--- src/rtl/redmule_pkg.sv ---
`default_nettype none
// ============================================================================
// Module  : redmule_pkg
// Purpose : Shared types for the RedMulE tile sequencer: the tile descriptor
//           handed to the streamer/engine and the sequencer state encoding.
// Ports   : none (package)
// Revision: 1.0 - initial release
// ============================================================================
package redmule_pkg;

  // Width of each descriptor index field; the sequencer's IterWidth must match.
  localparam int unsigned IterW = 16;

  typedef struct packed {
    logic [IterW-1:0] m_idx;
    logic [IterW-1:0] n_idx;
    logic [IterW-1:0] k_idx;
    logic             k_last;
    logic             last;
  } tile_desc_t;

  typedef logic [2:0] tile_seq_state_e;

  localparam tile_seq_state_e IDLE  = 3'd0;
  localparam tile_seq_state_e PRIME = 3'd1;
  localparam tile_seq_state_e ISSUE = 3'd2;
  localparam tile_seq_state_e DRAIN = 3'd3;
  localparam tile_seq_state_e DONE  = 3'd4;
  localparam tile_seq_state_e ERR   = 3'd5;

endpackage
`default_nettype wire

--- src/rtl/redmule_nested_counter.sv ---
`default_nettype none
// ============================================================================
// Module  : redmule_nested_counter
// Purpose : Three-level wrap counter. Level 0 is innermost; a level advances
//           only when every lower level is at its maximum.
// Ports   : clk_i, rst_i (sync, active-high)
//           en_i      advance by one position
//           clear_i   return all indices to 0 (wins over en_i)
//           max_i[3]  per-level maximum index (count - 1)
//           idx_o[3]  current indices
//           wrap_o[3] level i and all lower levels are at max
//           all_max_o every level at max (final position)
// Revision: 1.0 - initial release
// ============================================================================
module redmule_nested_counter #(
  parameter int unsigned Width = 16
) (
  input  logic                  clk_i,
  input  logic                  rst_i,
  input  logic                  en_i,
  input  logic                  clear_i,
  input  logic [2:0][Width-1:0] max_i,
  output logic [2:0][Width-1:0] idx_o,
  output logic [2:0]            wrap_o,
  output logic                  all_max_o
);

  logic [2:0][Width-1:0] idx_q, idx_d;
  logic [2:0]            at_max;
  logic [2:0]            step;

  for (genvar i = 0; i < 3; i++) begin : g_level
    assign at_max[i] = (idx_q[i] == max_i[i]);
    assign wrap_o[i] = &at_max[i:0];
  end

  // A level steps when enabled and every lower level is about to wrap.
  assign step      = {en_i & wrap_o[1], en_i & wrap_o[0], en_i};
  assign all_max_o = wrap_o[2];
  assign idx_o     = idx_q;

  always_comb begin
    idx_d = idx_q;
    if (clear_i) begin
      idx_d = '0;
    end else begin
      for (int i = 0; i < 3; i++) begin
        if (step[i]) begin
          idx_d[i] = at_max[i] ? '0 : idx_q[i] + Width'(1);
        end
      end
    end
  end

  always_ff @(posedge clk_i) begin
    if (rst_i) idx_q <= '0;
    else       idx_q <= idx_d;
  end

endmodule
`default_nettype wire

--- src/rtl/redmule_tile_sequencer.sv ---
`default_nettype none
// ============================================================================
// Module  : redmule_tile_sequencer
// Purpose : Walks the M x N x K tile loop (k innermost) after a job start and
//           issues one tile descriptor per compute step over valid/ready.
//           Tracks W-tile load completion and outstanding Z stores, and pulses
//           done once every tile is issued and every Z store acknowledged.
// Ports   : clk_i, rst_i (sync, active-high), clear_i (soft abort = reset)
//           first_load_i (rising edge starts), m/n/k_iters_i (tile counts)
//           w_load_done_i, tile_valid_o/tile_ready_i/tile_desc_o,
//           z_store_done_i, w_loaded_o, busy_o, done_o, cfg_err_o,
//           stall_cycles_o
// Config  : REDMULE_TILE_SEQ_PERF_EN enables the stall-cycle counter;
//           otherwise stall_cycles_o is constant 0.
// Note    : IterWidth must equal redmule_pkg::IterW.
// Revision: 1.0 - initial release
// ============================================================================
module redmule_tile_sequencer
  import redmule_pkg::*;
#(
  parameter int unsigned IterWidth      = IterW,
  parameter int unsigned MaxOutstanding = 4,
  parameter int unsigned PerfCntWidth   = 32
) (
  input  logic                    clk_i,
  input  logic                    rst_i,
  input  logic                    clear_i,
  input  logic                    first_load_i,
  input  logic [IterWidth-1:0]    m_iters_i,
  input  logic [IterWidth-1:0]    n_iters_i,
  input  logic [IterWidth-1:0]    k_iters_i,
  input  logic                    w_load_done_i,
  output logic                    tile_valid_o,
  input  logic                    tile_ready_i,
  output tile_desc_t              tile_desc_o,
  input  logic                    z_store_done_i,
  output logic                    w_loaded_o,
  output logic                    busy_o,
  output logic                    done_o,
  output logic                    cfg_err_o,
  output logic [PerfCntWidth-1:0] stall_cycles_o
);

  localparam int unsigned OutW = $clog2(MaxOutstanding) + 1;

  tile_seq_state_e      state_q, state_d;
  logic                 first_load_q, first_load_d;
  logic                 w_loaded_q, w_loaded_d;
  logic [IterWidth-1:0] m_max_q, m_max_d, n_max_q, n_max_d, k_max_q, k_max_d;
  logic [OutW-1:0]      outst_q, outst_d;

  logic                        srst, start, valid, accept, inc, dec;
  logic [2:0][IterWidth-1:0]   cnt_idx;
  logic [2:0]                  cnt_wrap;
  logic                        cnt_all_max;
  logic                        unused_wrap;

  // clear_i behaves exactly like reset.
  assign srst   = rst_i | clear_i;
  assign start  = (state_q == IDLE) && first_load_i && !first_load_q;
  assign valid  = (state_q == ISSUE) && (outst_q != OutW'(MaxOutstanding));
  assign accept = valid && tile_ready_i;

  // Only k_last completes a Z tile; a store ack with nothing in flight is dropped.
  assign inc = accept && cnt_wrap[0];
  assign dec = z_store_done_i && (outst_q != '0);

  assign unused_wrap = ^cnt_wrap[2:1];

  redmule_nested_counter #(
    .Width (IterWidth)
  ) u_cnt (
    .clk_i     (clk_i),
    .rst_i     (srst),
    .en_i      (accept),
    .clear_i   (start),
    .max_i     ({m_max_q, n_max_q, k_max_q}),
    .idx_o     (cnt_idx),
    .wrap_o    (cnt_wrap),
    .all_max_o (cnt_all_max)
  );

  always_comb begin
    state_d      = state_q;
    first_load_d = first_load_i;
    w_loaded_d   = w_loaded_q;
    m_max_d      = m_max_q;
    n_max_d      = n_max_q;
    k_max_d      = k_max_q;
    outst_d      = outst_q;

    case (state_q)
      IDLE: begin
        if (start) begin
          m_max_d = m_iters_i - IterWidth'(1);
          n_max_d = n_iters_i - IterWidth'(1);
          k_max_d = k_iters_i - IterWidth'(1);
          if ((m_iters_i == '0) || (n_iters_i == '0) || (k_iters_i == '0)) state_d = ERR;
          else                                                              state_d = PRIME;
        end
      end
      PRIME: begin
        if (w_load_done_i) begin
          w_loaded_d = 1'b1;
          state_d    = ISSUE;
        end
      end
      ISSUE: begin
        if (accept && cnt_all_max) state_d = DRAIN;
      end
      DRAIN: begin
        if (outst_q == '0) state_d = DONE;
      end
      DONE, ERR: begin
        w_loaded_d = 1'b0;
        state_d    = IDLE;
      end
      default: state_d = IDLE;
    endcase

    if (inc && !dec)      outst_d = outst_q + OutW'(1);
    else if (!inc && dec) outst_d = outst_q - OutW'(1);
  end

  always_ff @(posedge clk_i) begin
    if (srst) begin
      state_q      <= IDLE;
      first_load_q <= 1'b0;
      w_loaded_q   <= 1'b0;
      m_max_q      <= '0;
      n_max_q      <= '0;
      k_max_q      <= '0;
      outst_q      <= '0;
    end else begin
      state_q      <= state_d;
      first_load_q <= first_load_d;
      w_loaded_q   <= w_loaded_d;
      m_max_q      <= m_max_d;
      n_max_q      <= n_max_d;
      k_max_q      <= k_max_d;
      outst_q      <= outst_d;
    end
  end

  // Descriptor is forced to zero outside ISSUE so idle outputs stay quiet
  // (the reset max values would otherwise flag k_last/last).
  always_comb begin
    tile_desc_o = '0;
    if (state_q == ISSUE) begin
      tile_desc_o.m_idx  = cnt_idx[2];
      tile_desc_o.n_idx  = cnt_idx[1];
      tile_desc_o.k_idx  = cnt_idx[0];
      tile_desc_o.k_last = cnt_wrap[0];
      tile_desc_o.last   = cnt_all_max;
    end
  end

  assign tile_valid_o = valid;
  assign w_loaded_o   = w_loaded_q;
  assign busy_o       = (state_q != IDLE);
  assign done_o       = (state_q == DONE) || (state_q == ERR);
  assign cfg_err_o    = (state_q == ERR);

`ifdef REDMULE_TILE_SEQ_PERF_EN
  logic [PerfCntWidth-1:0] stall_q, stall_d;

  always_comb begin
    stall_d = stall_q;
    if (start)                                          stall_d = '0;
    else if (valid && !tile_ready_i && (stall_q != '1)) stall_d = stall_q + PerfCntWidth'(1);
  end

  always_ff @(posedge clk_i) begin
    if (srst) stall_q <= '0;
    else      stall_q <= stall_d;
  end

  assign stall_cycles_o = stall_q;
`else
  assign stall_cycles_o = {PerfCntWidth{1'b0}};
`endif

endmodule
`default_nettype wire

--- config.mk ---
export PLATFORM = sky130hd
export DESIGN_NAME = redmule_tile_sequencer
export DESIGN_NICKNAME = d
export VERILOG_FILES = /design/src/rtl/redmule_pkg.sv /design/src/rtl/redmule_nested_counter.sv /design/src/rtl/redmule_tile_sequencer.sv
export SDC_FILE = /design/constraint.sdc
export NUM_CORES = 1
export LEC_CHECK = 0
export CORE_UTILIZATION = 35
export CTS_CLUSTER_SIZE = 14
export DETAILED_ROUTE_END_ITERATION = 7
export GPL_ROUTABILITY_DRIVEN = 1
export PLACE_DENSITY = 0.63
export REMOVE_ABC_BUFFERS = 1
export SETUP_SLACK_MARGIN = 0.02
export SYNTH_ARGS = -nofsm -noshare
export SYNTH_HDL_FRONTEND = slang
export SYNTH_SLANG_ARGS = --single-unit
--- constraint.sdc ---
create_clock -name clk_i -period 7.5 [get_ports clk_i]
set_clock_uncertainty 0.1 [all_clocks]
set_input_delay 1.5 -clock clk_i [delete_from_list [all_inputs] [get_ports clk_i]]
set_output_delay 1.5 -clock clk_i [all_outputs]
set_load 0.03 [all_outputs]
==> metrics <==
H-tree Lvls 3; Worst setup EP type output pin; DR vias 5416; row cnt 48; Placed Area 7360 sq um; Reg clk slew, reported paths 0.07 ns; post-CTS setup buffers 0; clock latency on the worst-skew pair 0.36 ns; cts hold-fix bufs 0; GRT Overall Usage 17.8%; drt first pass iters 5; CP required 5.90 ns; TNS Setup 0 ns; vias per cell 5.00; CTS tree done; P per Cell Area 162 nW/um^2; Slew Viols, Final 0; WS Path Type flip-flop to output pin; Post-synth EDFFs 0; remaining global-route overflow 0; final net count 921; die span in y 135 um; TritonCTS Buffers 9; RD Place Congestion 0.831; WL final 15.9 mm; Pwr Total 1.24 mW; fin area 7650 sq um; RSZ-0062 raised after global routing false; Slew @ Worst Pin 1.22 ns; vias in the first global route 4784; clock root buffer clkbuf_16; top cell type's share of synthesized area 33.5%; Setup-failing EPs final 0; fin crit period 4.92 ns; Port Buf Inserts 109; IO Pins 142; Core Area 17400 sq um; async set or reset register ratio after synthesis 0%; largest net degree at the start of global routing 96; Distinct cells, synth 49; Max-slew headroom 17.8%; worst-path maximum fanout 16; peak supply drop 118 uV; CTS Buffer Depth 2; Post-Place Worst Slack 2.96 ns; final worst path period share 65.5%; status completed; Min Hold Slack 0.409 ns; Reg2Reg Setup Slack 3.77 ns; initial core utilization 35.8%; Iteration-0 DRC Markers 291; total die area 18300 sq um; # diodes 0; number of antenna violations at the first check in global routing 0; antenna-violating nets left 0; P_leak 2.57 nW; worst hold path type flip-flop to flip-flop; Final WS setup 2.58 ns; Syn Inst Count 769; Synth area leader dfxtp_1; utilization after layout 44.1%; first-pass GRT wire length 25.2 mm; Area Growth Syn to Fin 23.0%; Worst setup SP type flip-flop; Die Wd 135 um; post-DP HPWL 11.9 mm; synthesized flop and latch total 104; layout cells sized above 1 3.26%; dpl cells 1069; CP Data Arrival Time 3.32 ns; fmax 0.203 GHz; clock sink total 104; Hold Fails Final Rpt 0; DRC 0; Non-Filler Instances 1084; Syn Area/Cell 8.09 sq um; Post-synth top flop dfxtp_1; Cell Area, Synth 6220 sq um; register area share after synthesis 33.5%; top cells by area, synth dfxtp_1, xnor2_1, nor2_1; post-cts resize count 0; synth warn 0; MaxCap Viol Count 0; drt wl/cell 14.7 um
path summary, 6_finish.rpt:
check	start	depth (start not counted)	end
min reg2reg	k_max_q[12]	2	k_max_q[12]
max	u_cnt.idx_o[11]	6	tile_desc_o[0]
min	k_max_q[12]	2	k_max_q[12]
max reg2reg	state_q[1]	11	outst_q[2]
placed cells by master, fill, tap and decap left out, types with 13 or more instances in the layout:
| master | netlist | layout |
|---|---|---|
| nor2_1 | 109 | 108 |
| nand2_1 | 36 | 36 |
| or3_1 | 13 | 13 |
| nand3_1 | 23 | 23 |
| clkdlybuf4s50_1 | 0 | 109 |
| nand4_1 | 18 | 18 |
| xor2_1 | 41 | 41 |
| a211oi_1 | 37 | 37 |
| nor3_1 | 22 | 22 |
| o21ai_0 | 26 | 26 |
| dfxtp_1 | 104 | 104 |
| a21oi_1 | 25 | 25 |
| conb_1 | 1 | 32 |
| xnor2_1 | 68 | 68 |
| nor4_1 | 22 | 21 |
| and2_1 | 53 | 53 |
cells in the mapped netlist (23+ instances only):
master      n
nor2_1    109
dfxtp_1   104
xnor2_1    68
and2_1     53
xor2_1     41
a211oi_1   37
nand2_1    36
buf_4      32
o21ai_0    26
a21oi_1    25
clkbuf_1   25
nand3_1    23
cells by family (layout without fill, tap and decap cells):
family	after synthesis	after routing	share of synthesized area, %
and+or+nand+nor	347	347	29.5
buffers and inverters	83	142	7.34
AOI/OAI and AO/OA	111	111	11.4
other	1	32	0.0603
DFF	104	104	33.5
xor gates and xnor gates	109	109	15.3
muxes	3	3	0.483
adders and majority gates	11	11	2.33
layout make-up:
type	instances	area (sq um)
clock inverter	3	42.5
fill	1743	9710
timing repair buffer	115	1140
sequential	104	2080
multi-input combinational	613	3820
inverter	12	45.0
clock buffer	12	246
tap	225	282
worst max-delay path, cell delays in order (launching register included):
cell and delay (ns):
dfxtp_1 0.36, xor2_1 0.18, nor4_1 0.44, nand4_1 0.69, nor2_1 0.41, and3_1 0.21, clkdlybuf4s50_1 0.66
sequential cells by signal, summed over array words and instances, names as in the netlist:
signal and flops:
k_max_q 16, u_cnt.idx_o 48, state_q 3, n_max_q 16
m_max_q 16, outst_q 3, w_loaded_o 1, first_load_q 1
per-layer routing:
| layer | vias up | global-route usage (%) | wire [um] |
|---|---|---|---|
| met5 | - | 0 | 0 |
| met4 | 0 | 7.24 | 289 |
| met3 | 14 | 2.58 | 677 |
| met2 | 122 | 27.4 | 7050 |
| met1 | 2484 | 24.7 | 7900 |
| li1 | 2796 | - | - |
power by group:
group / switching [mW] / total [mW] / internal, mW
registers: 0.0109 / 0.577 / 0.566
clock network: 0.211 / 0.477 / 0.266
logic: 0.114 / 0.185 / 0.0711
total: 0.336 / 1.24 / 0.903
Power figures use the tool's default switching activity.
